`src/rtl/ex_mem_pkg.sv`:
```
// rtl/ex_mem_pkg.sv - shared constants and forwarding helper for the EX/MEM block
package ex_mem_pkg;

    localparam logic [6:0] OP_RTYPE  = 7'b0110011;
    localparam logic [6:0] OP_LOAD   = 7'b0000011;
    localparam logic [6:0] OP_STORE  = 7'b0100011;
    localparam logic [6:0] OP_BRANCH = 7'b1100011;

    localparam logic [1:0] ALUOP_MEM = 2'b00;
    localparam logic [1:0] ALUOP_BR  = 2'b01;
    localparam logic [1:0] ALUOP_R   = 2'b10;

    localparam logic [1:0] FWD_RF  = 2'b00;
    localparam logic [1:0] FWD_WB  = 2'b01;
    localparam logic [1:0] FWD_MEM = 2'b10;

    // MEM wins over WB; x0 is hardwired zero so it never forwards.
    function automatic logic [1:0] fwd_sel(
        input logic [4:0] rs,
        input logic [4:0] mem_rd,
        input logic       mem_we,
        input logic [4:0] wb_rd,
        input logic       wb_we
    );
        if (mem_we && (mem_rd != 5'd0) && (mem_rd == rs)) begin
            return FWD_MEM;
        end else if (wb_we && (wb_rd != 5'd0) && (wb_rd == rs)) begin
            return FWD_WB;
        end
        return FWD_RF;
    endfunction

endpackage

```
`src/rtl/ex_mem_pipe_reg.sv`:
```
// rtl/ex_mem_pipe_reg.sv - asynchronously cleared EX/MEM register bank
module ex_mem_pipe_reg #(
    parameter int WIDTH = 1
) (
    input  logic             clk,
    input  logic             rst_n,
    input  logic [WIDTH-1:0] data_i,
    output logic [WIDTH-1:0] data_o
);

    logic [WIDTH-1:0] data_q;
    logic [WIDTH-1:0] data_d;

    assign data_d = data_i;
    assign data_o = data_q;

    // Load every cycle; reset clears immediately without waiting for a clock.
    always_ff @(posedge clk or negedge rst_n) begin
        if (!rst_n) begin
            data_q <= '0;
        end else begin
            data_q <= data_d;
        end
    end

endmodule

```
`src/rtl/ex_mem_ctrl_fwd.sv`:
```
// rtl/ex_mem_ctrl_fwd.sv - main control decode, EX/MEM register and EX forwarding
module ex_mem_ctrl_fwd
    import ex_mem_pkg::*;
#(
    parameter int XLEN = 64
) (
    input  logic            clk,
    input  logic            rst_n,
    input  logic [6:0]      id_opcode,
    output logic            alu_src,
    output logic            mem_to_reg,
    output logic            reg_write,
    output logic            mem_read,
    output logic            mem_write,
    output logic            branch,
    output logic [1:0]      alu_op,
    input  logic [XLEN-1:0] ex_branch_target,
    input  logic [XLEN-1:0] ex_alu_result,
    input  logic [XLEN-1:0] ex_store_data,
    input  logic [4:0]      ex_rd,
    input  logic            ex_mem_to_reg,
    input  logic            ex_reg_write,
    input  logic            ex_mem_read,
    input  logic            ex_mem_write,
    input  logic            ex_branch,
    input  logic            ex_zero,
    input  logic [4:0]      ex_rs1,
    input  logic [4:0]      ex_rs2,
    input  logic [4:0]      wb_rd,
    input  logic            wb_reg_write,
    output logic [XLEN-1:0] mem_branch_target,
    output logic [XLEN-1:0] mem_alu_result,
    output logic [XLEN-1:0] mem_store_data,
    output logic [4:0]      mem_rd,
    output logic            mem_mem_to_reg,
    output logic            mem_reg_write,
    output logic            mem_mem_read,
    output logic            mem_mem_write,
    output logic            mem_branch,
    output logic            mem_zero,
    output logic            pcsrc,
    output logic [1:0]      forward_a,
    output logic [1:0]      forward_b
);

    localparam int PIPE_W = 3 * XLEN + 5 + 6;

    logic [PIPE_W-1:0] pipe_d;
    logic [PIPE_W-1:0] pipe_q;

    // Decode the ID opcode; unknown opcodes behave as a bubble.
    always_comb begin
        alu_src    = 1'b0;
        mem_to_reg = 1'b0;
        reg_write  = 1'b0;
        mem_read   = 1'b0;
        mem_write  = 1'b0;
        branch     = 1'b0;
        alu_op     = ALUOP_MEM;
        case (id_opcode)
            OP_RTYPE: begin
                reg_write = 1'b1;
                alu_op    = ALUOP_R;
            end
            OP_LOAD: begin
                alu_src    = 1'b1;
                mem_to_reg = 1'b1;
                reg_write  = 1'b1;
                mem_read   = 1'b1;
            end
            OP_STORE: begin
                alu_src   = 1'b1;
                mem_write = 1'b1;
            end
            OP_BRANCH: begin
                branch = 1'b1;
                alu_op = ALUOP_BR;
            end
            default: ;
        endcase
    end

    assign pipe_d = {ex_branch_target, ex_alu_result, ex_store_data, ex_rd,
                     ex_mem_to_reg, ex_reg_write, ex_mem_read, ex_mem_write,
                     ex_branch, ex_zero};

    ex_mem_pipe_reg #(
        .WIDTH (PIPE_W)
    ) u_pipe_reg (
        .clk    (clk),
        .rst_n  (rst_n),
        .data_i (pipe_d),
        .data_o (pipe_q)
    );

    assign {mem_branch_target, mem_alu_result, mem_store_data, mem_rd,
            mem_mem_to_reg, mem_reg_write, mem_mem_read, mem_mem_write,
            mem_branch, mem_zero} = pipe_q;

    assign pcsrc = mem_branch & mem_zero;

    // Forwarding looks at the registered MEM destination and the WB destination.
    always_comb begin
        forward_a = fwd_sel(ex_rs1, mem_rd, mem_reg_write, wb_rd, wb_reg_write);
        forward_b = fwd_sel(ex_rs2, mem_rd, mem_reg_write, wb_rd, wb_reg_write);
    end

endmodule

```
`config.mk`:
```
export PLATFORM = sky130hd
export DESIGN_NAME = ex_mem_ctrl_fwd
export DESIGN_NICKNAME = d
export VERILOG_FILES = /design/src/rtl/ex_mem_pkg.sv /design/src/rtl/ex_mem_pipe_reg.sv /design/src/rtl/ex_mem_ctrl_fwd.sv
export SDC_FILE = /design/constraint.sdc
export NUM_CORES = 1
export LEC_CHECK = 0
export CAP_MARGIN = 10
export CORE_AREA = 2 2 174 176
export CTS_CLUSTER_SIZE = 10
export DETAILED_ROUTE_END_ITERATION = 10
export DIE_AREA = 0 0 176 178
export PLACE_DENSITY_LB_ADDON = 0.08
export SYNTH_ARGS = -nofsm -noshare
export SYNTH_HDL_FRONTEND = slang
export SYNTH_SLANG_ARGS = --single-unit
export TNS_END_PERCENT = 50
```
`constraint.sdc`:
```
create_clock -name clk -period 2.6 [get_ports clk]
set_clock_uncertainty 0.15 [all_clocks]
set_input_delay 0.78 -clock clk [delete_from_list [all_inputs] [get_ports clk]]
set_output_delay 0.78 -clock clk [all_outputs]
set_load 0.02 [all_outputs]
```
Yosys cells after proc, flatten, opt, wreduce, memory -nomap -nowiden
Index checks and enable logic that the tools add are counted.
{ "totals": {"register_bits": 203, "input_bits": 228, "output_inout_bits": 216, "wordCells": 36} }
{ "op_classes": {"eq_ne": 8, "n_mux": 16, "bitwise_logic": 1, "n_reduce_logical": 10} }
{ "op_table": {"columns": ["operator", "count"], "rows": [
  ["5-bit == test", 4],
  ["7-bit by 6-bit == test with 1-bit output, second input constant", 2],
  ["2-bit 2-to-1 mux", 6],
  ["5-bit nonzero test", 2],
  ["1-bit 2-to-1 mux", 9],
  ["7-bit by 2-bit == test with 1-bit output, second input constant", 1],
  ["7-bit == test, second input constant", 1],
  ["1-bit logical AND", 6],
  ["2-bit case mux with 2 select lines", 1],
  ["2-bit OR reduction", 2],
  ["1-bit AND", 1]
]} }

Logic depth before layout (Yosys ltp)
Gate-level depths: netlist (run 1).
{ "depth": {"ltp_word": 6, "mapped_depth": 5, "depth_no_buf": 4} }

By module
Synthesis (run 1) repeated with hierarchy kept, for this count alone.
{ "hier_totals": {"cells_unflattened": 249, "hier_area_um2": 5437.7} }
{ "modules_own_cells": {"columns": ["mod", "instances", "cells_each", "area_each_um2", "seq_area_each_um2"], "rows": [
  ["ex_mem_pipe_reg", 1, 203, 5079.9, 5079.9],
  ["ex_mem_ctrl_fwd", 1, 46, 357.8, 0.0]
]} }

Worst setup path before layout (run 1)
No wires, ideal clock.
{ "synth_path": {"kind": "in2out", "startpoint": "input id_opcode[4]", "endpoint": "output mem_to_reg", "arrival_ns": 2.125, "required_time_ns": 1.670, "setup_slack_ns": -0.455, "path_stages": 4, "path_buffers": 1, "path_cell_list": "nor4_1 -> nor2b_1 -> nor2b_1 -> buf_4"} }
{ "synth_between": {"elab_chain_cells": 2} }
{ "synth_lines": {"columns": ["item", "line", "rtl"], "rows": [
  ["start, declared", "ex_mem_ctrl_fwd.sv:9", "input logic [6:0] id_opcode,"],
  ["7-bit by 2-bit == test with 1-bit output", null, null],
  ["1-bit 2-to-1 mux", null, null],
  ["end, declared", "ex_mem_ctrl_fwd.sv:11", "output logic mem_to_reg,"]
]} }
Every way passes these cells.

Worst setup path in the final report (run 1)
{ "layout_path": {"startpoint": "register u_pipe_reg.data_q[8] (netlist: u_pipe_reg.data_o[8])", "endpoint": "output forward_a[0]"} }
{ "layout_between": {"elab_chain_cells": 5, "word_cells_on_any_way": 7, "cone_classes": "eq/ne (1); mux (3); reduce/logical (3)"} }
{ "layout_lines": {"columns": ["item", "line", "rtl"], "rows": [
  ["start, declared", "ex_mem_pipe_reg.sv:11", "logic [WIDTH-1:0] data_q;"],
  ["start signal, assigned", "ex_mem_pipe_reg.sv:22", "data_q <= data_d;"],
  ["5-bit nonzero test", "ex_mem_pkg.sv:25", "if (mem_we && (mem_rd != 5'd0) && (mem_rd == rs)) begin"],
  ["1-bit logical AND", "ex_mem_pkg.sv:25", null],
  ["1-bit logical AND *", "ex_mem_pkg.sv:25", null],
  ["2-bit 2-to-1 mux or 1-bit 2-to-1 mux (tied branches)", "ex_mem_pkg.sv:25", null],
  ["2-bit 2-to-1 mux *", "ex_mem_pkg.sv:30", "return FWD_RF;"],
  ["end, declared", "ex_mem_ctrl_fwd.sv:42", "output logic [1:0] forward_a,"]
]} }
Mark *: on every way between the ends. The rest lies on a longest branch, timed or not.

==> run metrics, run 1 <==
maximum vdd drop 0.599 mV; Total GRT Usage 12.6%; Final Hold Vio Count 0; setup TNS -1520 ps; Final setup viols 6; total clock buffers created by CTS 26; Slew Limit Fails 0; fmax 0.329 GHz; Port Buffer Count 443; commonest non-fill, non-tap cell in the layout clkdlybuf4s50_1; Critical Path Slowest Stage Cell or4_4; Yosys reg bits 203; min Tclk post-route 3040 ps; area of the multi-input gates 465 sq um; IO Pins 444; Crit path buffers/inverters 1; final worst slack -440 ps; vias in the first global route 4690; failing checks setup timing; Initial Utilization 18.5%; Area growth syn-to-layout 110%; Critical Path AT 2110 ps; most frequent cells in the layout clkdlybuf4s50_1, dfrtp_1, clkbuf_16; DR vias 4004; cts hold-fix bufs 0; Clock Sinks 203; slew margin rel. 64.4%; first-pass GRT wire length 29000 um; hold_ws 115 ps; worst path required time 1670 ps; PwrDens 666 nW/um^2; Inserted Diodes 0; critical path type register to output pin; DRC viols 0; CTS Root Buffer Type clkbuf_16; largest net degree at the start of global routing 61; crit path launch type register; Final ANT Viol Nets 0; RSZ-0062 raised after global routing true; total leakage power 0.00480 uW; CP delay by family, top simple AND/OR/NAND/NOR gates; die width 176 um; Finished Layout Cells 1147; worst min path class input port to async pin; met1 usage 12.0%; Clock Path Buffers 3; sequential-to-total area share from yosys stat 93.5%; most used cell, CP nor4_4; Post-Syn Nets 478; Top Usage Layer GRT met2; total wire length 20300 um; Layout Nets 972; Clock Pin Slew Worst Setup and Hold Paths 50 ps; final cycle utilization of the critical path 117%; Pre-antenna DRT Iters 4; max reg flops 203; DIE AREA 31300 sq um; Die Ht 178 um; DR iter-0 viols 79; status complete, but fails checks; core region area 29400 sq um; Post-Syn Instances 250; TritonCTS clock tree built; Worst path max stage delay 540 ps; initial antenna violation count 1; post-synth cell types 15; Sequential Area 5080 sq um; GP Congestion 0.931; Placed Instances 1105; Yosys warnings 0; worst-path cell chain or4_4, o21ai_4, nor4_4, nor4_4, buf_4; post-synthesis cell area 5430 sq um; wire length per cell 17.7 um; share of cells above drive strength 1 12.2%; Syn Area/Cell 21.7 sq um; Total Power 7610 uW; Via density 3.49; worst-path maximum fanout 2; met3 GRT Util 6.73%; H-tree depth 1; total grt overflow 0; nature of the critical path endpoint output pin; maxcap violations 0; HPWL after DPL 16300 um; filler instances 2798; FP Rows 63; Slew @ Worst Pin 534 ps; met2 GRT Util 23.0%
layer usage:
metal  vias to the layer above  share of wire [%]
met5                         -                  0
met3                        36                 13
met4                         0                2.3
met2                       266                 53
li1                       1782                  -
met1                      1920                 31
metrics by stage:
step	setup slack [ps]	cell area, sq um	util, %
after floorplan	-10.9	5530	-
after global placement	-1020	10700	36.3
after detailed placement	-1020	10700	36.3
after CTS	-511	11400	38.8
after global routing	-529	11400	38.8
final	-440	11400	38.8
synth_stat cells:
master   number  area, sq um
buf_4         2         15.0
xor2_1        4         35.0
xnor2_1      17          149
dfrtp_1     203         5080
nor4_2        2         25.0
and2_1        3         18.8
and3_1        2         12.5
nor2_1        1         3.75
nand3_1       2         10.0
or4_1         2         15.0
o21ai_2       1         8.76
nor2b_1       2         12.5
nand4_1       2         12.5
nor4_1        4         25.0
nand2_1       3         11.3
path summary, 6_finish.rpt:
| path | start | endpoint | slack [ps] | cells after the start |
|---|---|---|---|---|
| hold / removal | rst_n | u_pipe_reg.data_o[164] | 110 | 1 |
| min in group clk | ex_rd[0] | u_pipe_reg.data_o[6] | 550 | 1 |
| max in group asynchronous | rst_n | u_pipe_reg.data_o[43] | 1570 | 2 |
| setup / recovery | u_pipe_reg.data_o[8] | forward_a[0] | -440 | 5 |
where the power goes:
part | switching (uW) | total (uW) | internal, uW
combinational | 467 | 1080 | 616
clock | 1250 | 3150 | 1900
sequential | 47.8 | 3370 | 3320
area by class of cell:
class	count	area share, %
Clock buffer	37	6.33
Sequential cell	203	44.5
Multi-Input combinational cell	45	4.08
Timing Repair Buffer	468	40.6
Tap cell	390	4.27
Clock inverter	4	0.208
what timing repair did:
item,CTS,global route
pin swaps,12,2
gates resized for setup,97,14
endpoints found under the setup margin,15,14
buffers inserted,1,0
cell families after synthesis:
family	count (synthesis)	synth area share (%)
flops	203	93.5
xor+xnor	21	3.38
buf+inv	2	0.276
simple gates	23	2.69
compound gates	1	0.161
Note: power is estimated with default switching activity, not from simulation.
==> run 2, diff against run 1 <==
Settings changed: ABC_AREA from default to 1, CORE_AREA 2 2 174 176 to 5 5 168 170, DIE_AREA 0 0 176 178 to 0 0 173 175.
==> run metrics, run 2 <==
vias in the first global route 4984 (was 4690); PwrDens 675 nW/um^2 (was 666 nW/um^2); post-synthesis cell area 5530 sq um (was 5430 sq um); IO Pins 444 (unchanged); most frequent cells in the layout clkdlybuf4s50_1, dfrtp_1, nand2_1 (was clkdlybuf4s50_1, dfrtp_1, clkbuf_16); initial antenna violation count 3 (was 1); Inserted Diodes 0 (unchanged); Syn Area/Cell 18.4 sq um (was 21.7 sq um); RSZ-0062 raised after global routing true (unchanged); DIE AREA 30300 sq um (was 31300 sq um); worst-path maximum fanout 3 (was 2); most frequent cells after synthesis dfrtp_1, nand2_1, inv_1, nor2_1 (was dfrtp_1, xnor2_1, nor4_1, xor2_1); Slew @ Worst Pin 423 ps (was 534 ps); max reg flops 203 (unchanged); critical path type input port to output pin (was register to output pin); Clock Pin Slew Worst Setup and Hold Paths 50 ps (about the same); Die Ht 175 um (was 178 um); Post-synth EDFFs 0 (unchanged); Layout Nets 1005 (was 972); die width 173 um (was 176 um); nature of the critical path endpoint output pin (unchanged); HPWL after DPL 17900 um (was 16300 um); Via density 3.74 (was 3.49); Final ANT Viol Nets 0 (unchanged); FFs w/ async S/R, synth 100% (unchanged); Clock Path Buffers 3 (unchanged); failing checks setup timing (unchanged); FP Rows 60 (was 63); wire length per cell 19.6 um (was 17.7 um); CTS Root Buffer Type clkbuf_16 (unchanged); TritonCTS clock tree built (unchanged); Area growth syn-to-layout 102% (was 110%); Post-Syn Instances 301 (was 250); DR iter-0 viols 85 (was 79); setup TNS -14.1 ps (was -1520 ps); share of cells above drive strength 1 11.0% (was 12.2%); Final Hold Vio Count 0 (unchanged); CP delay by family, top buffers and inverters (was simple AND/OR/NAND/NOR gates); Yosys reg bits 203 (unchanged); post-synth cell types 16 (was 15); cell taking the most area after synthesis dfrtp_1 (unchanged); status complete, but fails checks (unchanged); total grt overflow 0 (unchanged); maximum vdd drop 0.405 mV (was 0.599 mV); post-layout util 42.1% (was 38.8%); Crit path buffers/inverters 2 (was 1); Yosys top cell area share 91.8% (was 93.5%); Initial Utilization 20.8% (was 18.5%); core region area 26600 sq um (was 29400 sq um); min Tclk post-route 2610 ps (was 3040 ps); Critical Path Slowest Stage Cell clkdlybuf4s15_1 (was or4_4); total wire length 22200 um (was 20300 um); Final setup viols 1 (was 6); Finished Layout Cells 1129 (was 1147); worst path required time 1670 ps (about the same); Yosys warnings 0 (unchanged); worst-path cell chain clkdlybuf4s15_1, xnor2_1, nand2_1, nor2_1, nand2_1, nor2_1, buf_4 (was or4_4, o21ai_4, nor4_4, nor4_4, buf_4); slew margin rel. 71.8% (was 64.4%); GP Congestion 0.845 (was 0.931); Critical Path AT 1680 ps (was 2110 ps); count leader, synth dfrtp_1 (unchanged); largest net degree at the start of global routing 60 (was 61); commonest non-fill, non-tap cell in the layout clkdlybuf4s50_1 (unchanged); Clock Sinks 203 (unchanged); Total GRT Usage 14.3% (was 12.6%); final cycle utilization of the critical path 101% (was 117%); DRC viols 0 (unchanged); Placed Instances 1088 (was 1105); fmax 0.383 GHz (was 0.329 GHz); Pre-antenna DRT Iters 5 (was 4); H-tree depth 1 (unchanged); synth top area cells dfrtp_1, nand2_1, inv_1 (was dfrtp_1, xnor2_1, xor2_1); Worst path max stage delay 220 ps (was 540 ps); Post-Syn Nets 529 (was 478); crit path launch type input port (was register); total clock buffers created by CTS 25 (was 26); Top FF cell, synth dfrtp_1 (unchanged); design area 11200 sq um (was 11400 sq um); first-pass GRT wire length 32700 um (was 29000 um); total leakage power 0.00483 uW (was 0.00480 uW); placed cell area 10500 sq um (was 10700 sq um); sequential-to-total area share from yosys stat 91.8% (was 93.5%); DR vias 4220 (was 4004); maxcap violations 0 (unchanged); final worst slack -14.1 ps (was -440 ps); Slew Limit Fails 0 (unchanged); worst min path class input port to async pin (unchanged); Port Buffer Count 443 (unchanged)
-- run 2: repair_timing --
item                       4_1_cts  5_1_grt
pin swaps                       15        6
setup endpoints to repair       12        8
setup buffers                    3        0
gates resized for setup        121       12
hold buffers                     0        0
-- run 2: where the power goes --
part / internal [uW] / total, uW / switching [uW]
Combinational: 591 / 1060 / 472
Clock: 1900 / 3110 / 1210
Sequential: 3320 / 3370 / 47.7
-- run 2: path summary, 6_finish.rpt --
path,startpoint,endpoint,slack [ps],cells past startpoint
min in group clk,ex_store_data[41],u_pipe_reg.data_o[52],560,1
min,rst_n,u_pipe_reg.data_o[11],80,1
max,wb_rd[4],forward_a[0],-10,7
max in group asynchronous,rst_n,u_pipe_reg.data_o[160],1560,2
-- run 2: per-layer routing --
metal | global-route usage, % | part of all wire (%) | vias up
met5 | 0 | 0.15 | -
met1 | 12.9 | 30 | 2033
met3 | 7.92 | 13 | 33
met2 | 27.5 | 55 | 277
met4 | 3.36 | 1.9 | 6
li1 | - | - | 1871
-- run 2: area by class of cell --
class	count	area [sq um]
clock inverter	2	38.8
inverter	18	67.6
timing repair buffer	451	4450
multi-input combinational	78	425
sequential	203	5080
tap	341	427
fill	2499	15400
clock buffer	36	687
-- run 2: kinds of logic (layout without fill, tap and decap cells) --
| kind of cell | count (synthesis) | count (layout) | synth area share, % |
|---|---|---|---|
| compound gates | 2 | 2 | 0.249 |
| xor+xnor | 9 | 9 | 1.42 |
| buf+inv | 20 | 507 | 1.49 |
| flops | 203 | 203 | 91.8 |
| simple gates | 67 | 67 | 5.04 |
-- run 2: stage by stage --
stage / worst slack, ps / hold WS [ps] / total power, uW
after floorplan: -47.6 / 334 / 3690
after global placement: -771 / 610 / 4500
after detailed placement: -788 / 618 / 4510
after CTS: -23.7 / 59.6 / 7710
after global routing: -103 / 72.1 / 7910
final: -14.1 / 79.1 / 7540
==> run 3, diff against run 2 <==
Settings changed: CORE_AREA 5 5 168 170 to 3 3 171 173, DIE_AREA 0 0 173 175 to 0 0 174 176.
==> run metrics, run 3 (synthesized netlist as in run 2, its figures left out) <==
max reg flops 203 (unchanged); largest net degree at the start of global routing 56 (was 60); PwrDens 655 nW/um^2 (was 675 nW/um^2); met3 GRT Util 7.57% (was 7.92%); Final ANT Viol Nets 0 (unchanged); Pre-antenna DRT Iters 4 (was 5); min Tclk post-route 2670 ps (was 2610 ps); final worst slack -67.2 ps (was -14.1 ps); worst-path maximum fanout 4 (was 3); RSZ-0062 raised after global routing true (unchanged); met1 usage 12.8% (was 12.9%); Critical Path Slowest Stage Cell clkdlybuf4s15_2 (was clkdlybuf4s15_1); Placed Instances 1129 (was 1088); Clock Pin Slew Worst Setup and Hold Paths 50 ps (about the same); Initial Utilization 19.9% (was 20.8%); Total Power 7420 uW (was 7540 uW); H-tree depth 1 (unchanged); cts hold-fix bufs 0 (unchanged); Worst path max stage delay 230 ps (was 220 ps); IO Pins 444 (unchanged); final cycle utilization of the critical path 103% (was 101%); met2 GRT Util 26.0% (was 27.5%); Slew @ Worst Pin 519 ps (was 423 ps); nature of the critical path endpoint output pin (unchanged); Final setup viols 3 (was 1); total wire length 21700 um (was 22200 um); vias in the first global route 5068 (was 4984); first-pass GRT wire length 31800 um (was 32700 um); Critical Path AT 1740 ps (was 1680 ps); HPWL after DPL 17300 um (was 17900 um); Clock Path Buffers 3 (unchanged); Crit path buffers/inverters 2 (unchanged); worst path required time 1670 ps (about the same); GP Congestion 0.825 (was 0.845); worst min path class input port to async pin (unchanged); maximum vdd drop 0.482 mV (was 0.405 mV); DIE AREA 30600 sq um (was 30300 sq um); initial antenna violation count 4 (was 3); Clock Sinks 203 (unchanged); CTS Root Buffer Type clkbuf_16 (unchanged); Top Usage Layer GRT met2 (unchanged); Via density 3.62 (was 3.74); total clock buffers created by CTS 25 (unchanged); status complete, but fails checks (unchanged); crit path launch type input port (unchanged); Finished Layout Cells 1167 (was 1129); total leakage power 0.00487 uW (was 0.00483 uW); TritonCTS clock tree built (unchanged); Layout Nets 1009 (was 1005); failing checks setup timing (unchanged); CP delay by family, top simple AND/OR/NAND/NOR gates (was buffers and inverters); Port Buffer Count 443 (unchanged); core region area 27800 sq um (was 26600 sq um); total grt overflow 0 (unchanged); Die Ht 176 um (was 175 um); wire length per cell 18.6 um (was 19.6 um); slew margin rel. 65.4% (was 71.8%); DRC viols 0 (unchanged); FP Rows 61 (was 60); Slew Limit Fails 0 (unchanged); Critical Path Source wb_rd[0] (was wb_rd[4]); Total GRT Usage 13.8% (was 14.3%); DR vias 4226 (was 4220); Critical Path Stages 7 (unchanged); most frequent cells in the layout clkdlybuf4s50_1, dfrtp_1, nand2_1 (unchanged); critical path type input port to output pin (unchanged); worst-path cell chain clkdlybuf4s15_2, xnor2_2, nand2_1, nor2_1, nand3_1, nor2_2, buf_6 (was clkdlybuf4s15_1, xnor2_1, nand2_1, nor2_1, nand2_1, nor2_1, buf_4); Area growth syn-to-layout 105% (was 102%); fmax 0.375 GHz (was 0.383 GHz); maxcap violations 0 (unchanged); post-layout util 40.8% (was 42.1%); die width 174 um (was 173 um); commonest non-fill, non-tap cell in the layout clkdlybuf4s50_1 (unchanged); Final Hold Vio Count 0 (unchanged); DR iter-0 viols 85 (unchanged); share of cells above drive strength 1 12.3% (was 11.0%)
run 3: cell types whose count changed in the layout (fill, tap and decap cells not counted), sizes merged:
cell / change
diode: +1
clkinv: +3
buf: +2
inv: -1
clkbuf: +1
bufinv: -1
dlygate4sd2: -2
clkdlybuf4s15: -2
run 3: final cells by class:
cell class / instances / area (sq um)
repair buffers: 455 / 4540
well taps: 378 / 473
flip-flops and latches: 203 / 5080
diodes: 1 / 2.50
clock buffers: 31 / 668
fillers: 2640 / 16500
multi-input cells: 78 / 483
inverters: 18 / 67.6
clock inverters: 3 / 15.0
run 3: timing repair:
item | CTS | global route
setup buffers | 3 | 0
pin swaps | 17 | 14
gates cloned | 0 | 0
resized for setup | 124 | 28
setup endpoints to repair | 12 | 12
run 3: report_power, final:
group / total [uW] / internal (uW) / switching [uW]
clock: 2960 / 1770 / 1190
combinational: 1080 / 603 / 480
sequential: 3370 / 3320 / 48.6
run 3: path summary, 6_finish.rpt:
check	end	slack, ps
worst max-delay path	forward_b[0]	-70
worst min-delay path	u_pipe_reg.data_o[122]	110
max in group asynchronous	u_pipe_reg.data_o[58]	1570
min in group clk	u_pipe_reg.data_o[101]	560
run 3: layer usage:
layer | wire length, um | share of wire, % | vias up
met4 | 426 | 2.0 | 6
met5 | 34 | 0.16 | -
met2 | 11800 | 54 | 272
met3 | 2920 | 13 | 36
li1 | - | - | 1880
met1 | 6540 | 30 | 2032
run 3: metrics by stage:
| step | setup WS, ps | hold WS [ps] | TNS, ps | cell area [sq um] |
|---|---|---|---|---|
| floorplan | -47.6 | 334 | -47.6 | 5550 |
| global placement | -868 | 650 | -8390 | 10600 |
| detailed placement | -858 | 665 | -8720 | 10600 |
| CTS | -54.1 | 122 | -157 | 11300 |
| global route | -132 | 128 | -385 | 11300 |
| finish | -67.2 | 111 | -84.6 | 11300 |
